==> src/rtl/instr_sequencer.sv <==
// ---------------------------------------------------------------------------
// instr_sequencer
//
// Moore control unit for the single-bus datapath. It walks the datapath
// through fetch (T0..T2) and execute (T3..T6) for register-format ALU
// instructions, MUL/DIV (result to HI/LO), NOP and HALT. The instruction is
// read back from the IR after it has been loaded; the fetch stalls in T1
// until memory signals mem_ready.
//
// Build option:
//   SEQ_SINGLE_STEP_EN - adds input 'step' and a WAIT state entered at every
//                        instruction end; WAIT releases to T0 when step=1,
//                        or drops to IDLE when run=0.
//
// Ports:
//   clock          in   system clock, rising edge
//   clear          in   synchronous active-high reset
//   run            in   start / continue level (sampled in IDLE, T5, T6, WAIT)
//   mem_ready      in   Mdatain valid this cycle (ends the T1 stall)
//   ir_in[31:0]    in   current IR contents
//   step           in   single-step release (SEQ_SINGLE_STEP_EN only)
//   e_PC..e_GP     out  datapath register load enables
//   incPC          out  ALU increment select for the PC
//   MDR_read       out  MDR loads from Mdatain instead of the bus
//   GP_addr[3:0]   out  GP register write select
//   ALU_op[3:0]    out  ALU operation
//   BusDataSelect  out  bus source select (R0-R15, HI, LO, Zhigh, Zlow, PC, MDR)
//   busy           out  high outside IDLE and HALT
//   halted         out  high in HALT
//   illegal        out  sticky undefined-opcode flag
//   state_o[3:0]   out  current FSM state for observation
//
// Handshake: memory read data is accepted on every rising edge in T1 where
// mem_ready=1; there is no backpressure toward memory, the sequencer simply
// holds T1 (with MDR_read/e_MDR asserted) until that edge.
// ---------------------------------------------------------------------------
module instr_sequencer #(
    parameter logic [3:0] INC_OP   = 4'b1111,
    parameter logic [4:0] MUL_OPC  = 5'b01100,
    parameter logic [4:0] DIV_OPC  = 5'b01101,
    parameter logic [4:0] NOP_OPC  = 5'b11011,
    parameter logic [4:0] HALT_OPC = 5'b11100
) (
    input  logic        clock,
    input  logic        clear,
    input  logic        run,
    input  logic        mem_ready,
    input  logic [31:0] ir_in,
`ifdef SEQ_SINGLE_STEP_EN
    input  logic        step,
`endif
    output logic        e_PC,
    output logic        e_IR,
    output logic        e_Y,
    output logic        e_Z,
    output logic        e_HI,
    output logic        e_LO,
    output logic        e_MDR,
    output logic        e_MAR,
    output logic        e_GP,
    output logic        incPC,
    output logic        MDR_read,
    output logic [3:0]  GP_addr,
    output logic [3:0]  ALU_op,
    output logic [4:0]  BusDataSelect,
    output logic        busy,
    output logic        halted,
    output logic        illegal,
    output logic [3:0]  state_o
);

    localparam logic [3:0] S_IDLE = 4'd0;
    localparam logic [3:0] S_T0   = 4'd1;
    localparam logic [3:0] S_T1   = 4'd2;
    localparam logic [3:0] S_T2   = 4'd3;
    localparam logic [3:0] S_T3   = 4'd4;
    localparam logic [3:0] S_T4   = 4'd5;
    localparam logic [3:0] S_T5   = 4'd6;
    localparam logic [3:0] S_T6   = 4'd7;
    localparam logic [3:0] S_HALT = 4'd8;
`ifdef SEQ_SINGLE_STEP_EN
    localparam logic [3:0] S_WAIT = 4'd9;
    // Every instruction end parks in WAIT until released by step.
    localparam logic [3:0] S_END  = S_WAIT;
`else
    localparam logic [3:0] S_END  = S_T0;
`endif

    localparam logic [4:0] BDS_HI  = 5'b10000;
    localparam logic [4:0] BDS_ZHI = 5'b10010;
    localparam logic [4:0] BDS_ZLO = 5'b10011;
    localparam logic [4:0] BDS_PC  = 5'b10100;
    localparam logic [4:0] BDS_MDR = 5'b10101;

    logic [3:0] state_q, state_d;
    logic       illegal_q, illegal_d;
    // High only in the first T1 cycle, so the PC loads once per fetch no
    // matter how long memory stalls.
    logic       first_q;

    // IR fields
    logic [4:0] opc;
    logic [3:0] ra, rb, rc;
    logic       unused_ir;

    assign opc       = ir_in[31:27];
    assign ra        = ir_in[26:23];
    assign rb        = ir_in[22:19];
    assign rc        = ir_in[18:15];
    assign unused_ir = ^ir_in[14:0];

    logic is_nop, is_halt, is_mul, is_div, is_alu, is_exec;
    logic [3:0] exec_alu_op;

    assign is_nop  = (opc == NOP_OPC);
    assign is_halt = (opc == HALT_OPC);
    assign is_mul  = (opc == MUL_OPC);
    assign is_div  = (opc == DIV_OPC);
    assign is_alu  = (opc <= 5'b01011);
    assign is_exec = is_alu || is_mul || is_div;

    always_comb begin
        if (is_mul) begin
            exec_alu_op = 4'b1100;
        end else if (is_div) begin
            exec_alu_op = 4'b1101;
        end else begin
            exec_alu_op = opc[3:0];
        end
    end

    // Next-state logic
    always_comb begin
        state_d   = state_q;
        illegal_d = illegal_q;
        case (state_q)
            S_IDLE: if (run) state_d = S_T0;
            S_T0:   state_d = S_T1;
            S_T1:   if (mem_ready) state_d = S_T2;
            S_T2:   state_d = S_T3;
            S_T3: begin
                if (is_nop) begin
                    state_d = S_END;
                end else if (is_halt) begin
                    state_d = S_HALT;
                end else if (is_exec) begin
                    state_d = S_T4;
                end else begin
                    illegal_d = 1'b1;
                    state_d   = S_HALT;
                end
            end
            S_T4:   state_d = S_T5;
            S_T5: begin
                if (is_mul || is_div) begin
                    state_d = S_T6;
                end else begin
                    state_d = run ? S_END : S_IDLE;
                end
            end
            S_T6:   state_d = run ? S_END : S_IDLE;
            S_HALT: state_d = S_HALT;
`ifdef SEQ_SINGLE_STEP_EN
            S_WAIT: begin
                if (!run) begin
                    state_d = S_IDLE;
                end else if (step) begin
                    state_d = S_T0;
                end
            end
`endif
            default: state_d = S_IDLE;
        endcase
    end

    always_ff @(posedge clock) begin
        if (clear) begin
            state_q   <= S_IDLE;
            illegal_q <= 1'b0;
            first_q   <= 1'b0;
        end else begin
            state_q   <= state_d;
            illegal_q <= illegal_d;
            first_q   <= (state_q == S_T0);
        end
    end

    // Output decode (from state; execute-phase fields come from the IR)
    always_comb begin
        e_PC          = 1'b0;
        e_IR          = 1'b0;
        e_Y           = 1'b0;
        e_Z           = 1'b0;
        e_HI          = 1'b0;
        e_LO          = 1'b0;
        e_MDR         = 1'b0;
        e_MAR         = 1'b0;
        e_GP          = 1'b0;
        incPC         = 1'b0;
        MDR_read      = 1'b0;
        GP_addr       = 4'd0;
        ALU_op        = 4'd0;
        BusDataSelect = 5'd0;
        case (state_q)
            S_T0: begin
                BusDataSelect = BDS_PC;
                e_MAR         = 1'b1;
                incPC         = 1'b1;
                e_Z           = 1'b1;
                ALU_op        = INC_OP;
            end
            S_T1: begin
                BusDataSelect = BDS_ZLO;
                e_PC          = first_q;
                MDR_read      = 1'b1;
                e_MDR         = 1'b1;
            end
            S_T2: begin
                BusDataSelect = BDS_MDR;
                e_IR          = 1'b1;
            end
            S_T3: begin
                // NOP, HALT and illegal opcodes drive nothing here.
                if (!is_nop && !is_halt && is_exec) begin
                    BusDataSelect = {1'b0, rb};
                    e_Y           = 1'b1;
                end
            end
            S_T4: begin
                BusDataSelect = {1'b0, rc};
                ALU_op        = exec_alu_op;
                e_Z           = 1'b1;
            end
            S_T5: begin
                BusDataSelect = BDS_ZLO;
                if (is_mul || is_div) begin
                    e_LO = 1'b1;
                end else begin
                    GP_addr = ra;
                    e_GP    = 1'b1;
                end
            end
            S_T6: begin
                BusDataSelect = BDS_ZHI;
                e_HI          = 1'b1;
            end
            default: ;
        endcase
    end

    assign busy    = (state_q != S_IDLE) && (state_q != S_HALT);
    assign halted  = (state_q == S_HALT);
    assign illegal = illegal_q;
    assign state_o = state_q;

    // HI is never a bus source in this instruction set's sequences.
    logic [4:0] unused_bds_hi;
    assign unused_bds_hi = BDS_HI;

endmodule
==> config.mk <==
export PLATFORM = sky130hd
export DESIGN_NAME = instr_sequencer
export DESIGN_NICKNAME = d
export VERILOG_FILES = /design/src/rtl/instr_sequencer.sv
export SDC_FILE = /design/constraint.sdc
export NUM_CORES = 1
export LEC_CHECK = 0
export CAP_MARGIN = 0
export CORE_MARGIN = 2
export CORE_UTILIZATION = 30
export DETAILED_ROUTE_END_ITERATION = 12
export PLACE_DENSITY = 0.82
export SLEW_MARGIN = 10
export SYNTH_ARGS = -nofsm -noshare
export SYNTH_HDL_FRONTEND = slang
export SYNTH_SLANG_ARGS = --single-unit
==> constraint.sdc <==
create_clock -name clock -period 2.3 [get_ports clock]
set_input_delay 0.575 -clock clock [delete_from_list [all_inputs] [get_ports clock]]
set_output_delay 0.575 -clock clock [all_outputs]
set_load 0.02 [all_outputs]
Yosys cells after proc, flatten, opt, wreduce, memory -nomap -nowiden
Index checks and enable logic that the tools add are counted.
{"block": "totals", "register_bits": 6, "in_bits": 36, "out_inout_bits": 31}
{"block": "op_classes", "magnitude_cmp": 1, "n_eq_ne": 15, "n_mux": 27, "n_bitwise": 3, "reduce_logical": 14}
{"cell": "4-bit two-way mux", "count": 10}
{"cell": "4-bit case mux with 9 select lines", "count": 1}
{"cell": "5-bit case mux with 6 select lines", "count": 1}
{"cell": "4-bit by 3-bit == test with 1-bit output, second input constant", "count": 4}
{"cell": "1-bit two-way mux", "count": 13}
{"cell": "5-bit by 4-bit == test with 1-bit output, second input constant", "count": 2}
{"cell": "5-bit == test, second input constant", "count": 2}
{"cell": "4-bit by 2-bit == test with 1-bit output, second input constant", "count": 2}
{"cell": "4-bit case mux with 2 select lines", "count": 1}
{"cell": "5-bit by 4-bit <= comparator with 1-bit output, second input constant", "count": 1}
{"cell": "4-bit by 1-bit == test with 1-bit output, second input constant", "count": 1}
{"cell": "4-bit == test, second input constant", "count": 1}
{"cell": "4-bit zero test", "count": 1}
{"cell": "2-bit != test, second input constant", "count": 2}
{"cell": "4-bit != test, second input constant", "count": 1}
{"cell": "4-bit AND reduction", "count": 1}
{"cell": "4-bit nonzero test", "count": 1}
{"cell": "2-bit OR reduction", "count": 2}
{"cell": "1-bit logical AND", "count": 3}
{"cell": "1-bit logical OR", "count": 3}
{"cell": "3-bit two-way mux", "count": 1}
{"cell": "1-bit inverter", "count": 3}
{"cell": "1-bit zero test", "count": 2}
{"cell": "2-bit AND reduction", "count": 1}

Logic depth before layout (Yosys ltp)
Gate-level depths: netlist (run 1).
{"block": "depth", "word_depth": 7, "mapped_depth": 5}

Worst setup path before layout (run 1)
No wires, ideal clock.
{"block": "synth_timing", "path_kind": "register to output", "start": "reg state_q[0] (netlist: state_o[0])", "end": "out incPC", "arrival_ns": 1.529, "required_time_ns": 1.725, "setup_slack_ns": 0.196, "stages_incl_launch_ff": 6, "path_cell_list": "dfxtp_1 nor2b_1 nand2b_1 buf_2 nor2_1 buf_4"}
{"block": "synth_between", "elab_chain_cells": 2}
{"item": "start: declaration", "line": "95", "rtl": "logic [3:0] state_q, state_d;"}
{"item": "start signal: assignment", "line": "182", "rtl": "state_q <= state_d;"}
{"item": "4-bit by 1-bit == test with 1-bit output"}
{"item": "1-bit two-way mux"}
{"item": "end: declaration", "line": "61", "rtl": "output logic incPC,"}
Every way passes these cells.

Worst setup path in the final report (run 1)
{"block": "layout_timing", "start": "reg state_q[3] (netlist: state_o[3])", "end": "out e_IR"}
{"block": "layout_between", "elab_chain_cells": 2}
{"item": "4-bit by 2-bit == test with 1-bit output", "line": "204", "rtl": "case (state_q)"}
{"item": "1-bit two-way mux", "line": "204"}
{"item": "end: declaration", "line": "53", "rtl": "output logic e_IR,"}
Every way passes these cells.

==> metrics.txt, run 1 <==
RSZ-0062 raised after global routing=no; Peak supply drop=0.335 mV; hold slack=0.488 ns; GRT Residual Overflow=0; diodes inserted=0; antenna violations before repair=0; Synth async-reset ratio=0; worst setup path startpoint=state_o[3]; Via Count=942; Via density=4.93; Clock Sinks=6; worst-skew pair later-pin latency=0.24 ns; Setup crit end kind=primary output; CP Cell Sequence=buf_4, nand2b_1, nor2_1, clkdlybuf4s50_1; IO Pins=67; clk_skew=0.00449 ns; Synth Net Count=126; family with the most delay on the worst path=buffers and inverters; power per cell area=404 nW/um2; final net count=201; pin count of the biggest net entering global routing=11; FP Rows=17; Fillers=196; share of cells above drive strength 1=0.350; Hold Vio Cnt, Final=0; top-area cell type share of the netlist area=0.177; Top FF cell, synth=dfxtp_1; number of global-route vias before repair=940; sequential fraction of the synthesis area=0.177; Ys Warns=0; gr usage total=0.185; WL final=2.45 mm; Pwr Total=0.000564 W; Worst EP arrival=1.65 ns; setup TNS=0 ns; Worst slew margin=0.724; Clock Pin Slew Worst Setup and Hold Paths=0.05 ns; commonest non-fill, non-tap cells in the layout=buf_4 (29), clkdlybuf4s50_1 (22), inv_1 (10); Synth area leaders=dfxtp_1 (18%), inv_1 (5.5%), nor2_1 (5.0%); Die Ht=51.5 um; Root Buffer Master=clkbuf_4; Worst-Margin Slew=0.414 ns; max_cap viols=0; hold-fix buffer count after cts=0; chip width=51.5 um; worst hold-check path type=reg -> reg; CTS tree=yes; area leader, netlist=dfxtp_1; f_max=449 MHz; post-synthesis cell area=677 um2; starting density of the core=0.312; Post-Synthesis Cells=90; Hold Crit Start=illegal; Lkg Pwr=0.715 nW; synthesis-to-layout area growth=106%; Largest stage delay, worst path=0.60 ns; Tcrit/Tclk final=0.969; Critical Path Start Type=register; Cell variety after synth=40; Final ANT Viol Nets=0; final slew viol count=0; Core Box Area=2170 um2; placed cell count=185; Crit Reg-Reg Startpoint=state_o[1]; Buf/Inv on CP=2; global-route wire length before repair=3.82 mm; H-Tree Depth=1; CP max-delay cell=clkdlybuf4s50_1; EDFF count, synth=0; kind of critical path=reg -> out; drt drc=0; Seq cells post-synth=6; maximum clock path buffer count=2; First-pass DRT Iterations=4; Layout Cells excl Fill=191; Num CTS Buffers=3; hpwl dp=2.03 mm; crit path max fanout=6; Final min period=2.23 ns; most common cell after layout, fill and taps aside=buf_4; port bufs=51; initial drt markers=21; status=finished clean; die footprint=2650 um2; average size of a mapped cell=7.52 um2; GPL Wtd Cong=0.718; drt wl/cell=12.8 um; setup violators final=0; Req. time, crit path=1.73 ns
through the flow:
stage / worst slack, ns / instance area [um2] / util
after floorplan: 0.196 / 677 / -
after global placement: -0.579 / 1350 / 0.623
after detailed placement: -0.625 / 1350 / 0.623
after CTS: 0.00475 / 1380 / 0.637
after global routing: 0.000425 / 1400 / 0.644
final: 0.0721 / 1400 / 0.644
cell usage after synthesis, types with 2 or more instances:
| master | instances |
|---|---|
| nand3_1 | 2 |
| nor2b_1 | 2 |
| nand2b_1 | 3 |
| buf_2 | 4 |
| nand4_1 | 2 |
| and3_1 | 2 |
| dfxtp_1 | 6 |
| buf_4 | 4 |
| nor2_1 | 9 |
| nand2_1 | 3 |
| inv_2 | 2 |
| inv_1 | 10 |
| o21ai_0 | 3 |
| and2b_1 | 2 |
| nor3_1 | 3 |
| a21oi_1 | 6 |
| and2_1 | 4 |
cell type report:
| class | count | area, um2 | area share |
|---|---|---|---|
| Clock buffer | 3 | 22.5 | 0.0161 |
| Inverter | 12 | 45.0 | 0.0322 |
| Multi-Input combinational cell | 64 | 472 | 0.338 |
| Sequential cell | 6 | 123 | 0.0877 |
| Tap cell | 28 | 35.0 | 0.0251 |
| Timing Repair Buffer | 78 | 701 | 0.501 |
logic make-up (layout without fill, tap and decap cells):
family,count (synthesis),count (layout),synth area share
flip-flops,6,6,0.177
buffers and inverters,20,93,0.140
AO/OA/AOI/OAI,23,23,0.261
multiplexers,1,1,0.0148
AND/OR/NAND/NOR,40,40,0.407
where the power goes:
part / total (W) / switching [W] / internal [W]
clock network: 0.0000961 / 0.0000371 / 0.0000590
logic: 0.000344 / 0.000177 / 0.000167
registers: 0.000124 / 0.0000110 / 0.000113
total: 0.000564 / 0.000225 / 0.000339
per-layer routing:
| layer | track usage | part of all wire | vias up |
|---|---|---|---|
| met5 | 0 | 0 | - |
| met4 | 0.0614 | 0.0069 | 0 |
| met3 | 0.0345 | 0.068 | 4 |
| met2 | 0.350 | 0.54 | 35 |
| met1 | 0.206 | 0.38 | 437 |
| li1 | - | - | 466 |
flip-flops by register name (all words and copies together), names as in the netlist:
signal   flops
state_o      4
first_q      1
illegal      1
worst reg2reg max path: cells and delay by family, from the launching register on:
family / cells / cell delay [ns]
buf+inv: 1 / 0.17
compound gates: 2 / 0.71
flops: 1 / 0.36
simple gates: 1 / 0.10
path summary, 6_finish.rpt:
kind / to / depth (start not counted) / slack, ns
worst max register to register: state_o[3] / 4 / 0.85
worst max-delay path: e_IR / 4 / 0.07
worst min-delay path: illegal / 2 / 0.49
worst min register to register: illegal / 2 / 0.49
timing repair:
item,in CTS,in global routing
buffers inserted,1,2
pin swaps,4,2
setup endpoints to repair,22,21
gates resized for setup,61,18
Note: power is estimated with default switching activity, not from simulation.
==> inputs of run 2 (changes only) <==
- CORE_UTILIZATION: 30 -> 26
- PLACE_DENSITY: 0.82 -> 0.75
- SKIP_LAST_GASP: unset -> 1
- clock period: 2.3 -> 1.85 ns (I/O delays scaled with it)
==> run 2 against run 1 <==
Effect of this change: the run now ends with negative setup slack left; combinational power increased by 33%; power increased by 31%; via count increased by 4.5%; setup slack got worse by 0.17 ns; sequential power increased by 23%; non-clock buffer count increased by 7; register-to-register slack got worse by 0.49 ns; cell count increased by 4.7%; die area increased by 14%; critical path type unchanged; critical endpoint is now BusDataSelect[0]; largest power group unchanged.
==> metrics.txt, run 2 (same netlist as run 1, synthesis figures left out) <==
status=complete, but fails checks; failing checks=negative setup slack; worst-skew pair later-pin latency=0.26 ns; Lkg Pwr=0.752 nW; Final ANT Viol Nets=0; most common cell after layout, fill and taps aside=buf_4; IO Pins=67; global-route wire length before repair=3.79 mm; die footprint=3030 um2; pin count of the biggest net entering global routing=13; Fillers=246; Pwr Total=0.000739 W; drt drc=0; placed cell count=194; H-Tree Depth=1; Largest stage delay, worst path=0.37 ns; CP Cell Sequence=nor4b_4, buf_4, nand4_1, a21oi_2, buf_4; worst hold-check path type=reg -> reg; family with the most delay on the worst path=simple AND/OR/NAND/NOR gates; number of flip-flops in the largest register=4; Hold Vio Cnt, Final=0; antenna violations before repair=0; Flop pwr share=0.206; final worst setup slack=-0.101 ns; Clock Sinks=6; Clk pwr share=0.175; CP max-delay cell=dfxtp_4; Clock Pin Slew Worst Setup and Hold Paths=0.05 ns; Num CTS Buffers=3; Via density=4.92; commonest non-fill, non-tap cells in the layout=buf_4 (39), clkdlybuf4s50_1 (17), buf_6 (15); GPL Wtd Cong=0.764; GRT Residual Overflow=0; Worst EP arrival=1.49 ns; Pint=0.000438 W; initial drt markers=9; Root Buffer Master=clkbuf_4; Die Ht=55.0 um; hpwl dp=2.07 mm; max_cap viols=0; Core Box Area=2480 um2; Worst-Margin Slew=0.317 ns; drt wl/cell=13.0 um; clk_skew=0.00787 ns; final net count=208; f_max=513 MHz; WL final=2.59 mm; crit path max fanout=5; Req. time, crit path=1.39 ns; Peak supply drop=0.357 mV; Buf/Inv on CP=2; RSZ-0062 raised after global routing=yes; Final min period=1.95 ns; Worst slew margin=0.787; Setup crit end kind=primary output; Layout Cells excl Fill=200; starting density of the core=0.273; number of global-route vias before repair=971; final slew viol count=0; power per cell area=504 nW/um2; CP dominant cell by count=buf_4; chip width=55.0 um; kind of critical path=reg -> out; share of cells above drive strength 1=0.541; diodes inserted=0; First-pass DRT Iterations=4; CTS tree=yes; FP Rows=18; port bufs=51; Tcrit/Tclk final=1.05; Net Sw Frac=0.407; P_sw=0.000301 W; setup violators final=8; maximum clock path buffer count=2; synthesis-to-layout area growth=117%; Logic pwr share=0.619; Critical Path Start Type=register; gr usage total=0.175; Via Count=984
run 2: cell types whose count changed in the layout (fill, tap and decap cells not counted), moves of 2 or more:
cell	before	now
a21oi_1	6	4
clkdlybuf4s50_1	22	17
clkdlybuf4s15_2	4	0
clkdlybuf4s15_1	9	0
buf_4	29	39
buf_2	2	7
dfxtp_1	4	2
dfxtp_4	0	2
buf_6	2	15
and2_1	3	0
dlymetal6s2s_1	4	1
a21oi_2	0	2
and2_4	1	4
run 2: metal layers:
layer / track usage / wire length (um)
met5: 0 / 0
met4: 0.114 / 62
met3: 0.0484 / 230
met2: 0.339 / 1350
met1: 0.155 / 948
run 2: cell type report:
type / count / area, um2 / area share
Timing Repair Buffer: 85 / 721 / 0.491
Multi-Input combinational cell: 64 / 510 / 0.348
Sequential cell: 6 / 130 / 0.0887
Inverter: 12 / 45.0 / 0.0307
Tap cell: 30 / 37.5 / 0.0256
Clock buffer: 3 / 22.5 / 0.0154
run 2: worst paths after layout:
| path | start | endpoint | slack [ns] | cells past startpoint |
|---|---|---|---|---|
| worst max-delay path | state_o[3] | BusDataSelect[0] | -0.10 | 5 |
| worst min-delay path | illegal | illegal | 0.48 | 2 |
| worst max register to register | state_o[3] | state_o[3] | 0.36 | 6 |
| worst min register to register | illegal | illegal | 0.48 | 2 |
run 2: metrics by stage:
stage	hold WS (ns)	setup TNS, ns	setup slack (ns)	util	area, um2
finish	0.483	-0.451	-0.101	0.592	1470
global route	0.519	-1.55	-0.163	0.592	1470
CTS	0.488	-0.544	-0.0956	0.575	1430
detailed placement	0.484	-12.59	-0.931	0.574	1420
global placement	0.472	-11.44	-0.852	0.574	1420
floorplan	0.523	-0.0791	-0.0166	-	691
run 2: timing repair:
action / CTS / global route
endpoints found under the hold margin: 0 / 0
endpoints found under the setup margin: 29 / 26
gates resized for setup: 143 / 26
pin swaps: 11 / 7
buffers inserted: 2 / 2
hold buffers: 0 / 0
run 2: power by group through the flow:
stage          registers (W)  clock network, W  logic (W)
2_1_floorplan       0.000165                 0   0.000226
3_3_place_gp        0.000154                 0   0.000469
3_5_place_dp        0.000155                 0   0.000478
4_1_cts             0.000153          0.000128   0.000445
5_1_grt             0.000154          0.000145   0.000492
6_report            0.000152          0.000129   0.000457
run 2: worst min-delay path: cells and delay by family, from the launching register on:
family,cells,cell delay (ns)
AOI/OAI and AO/OA,1,0.06
buffers and inverters,1,0.05
DFF,1,0.32
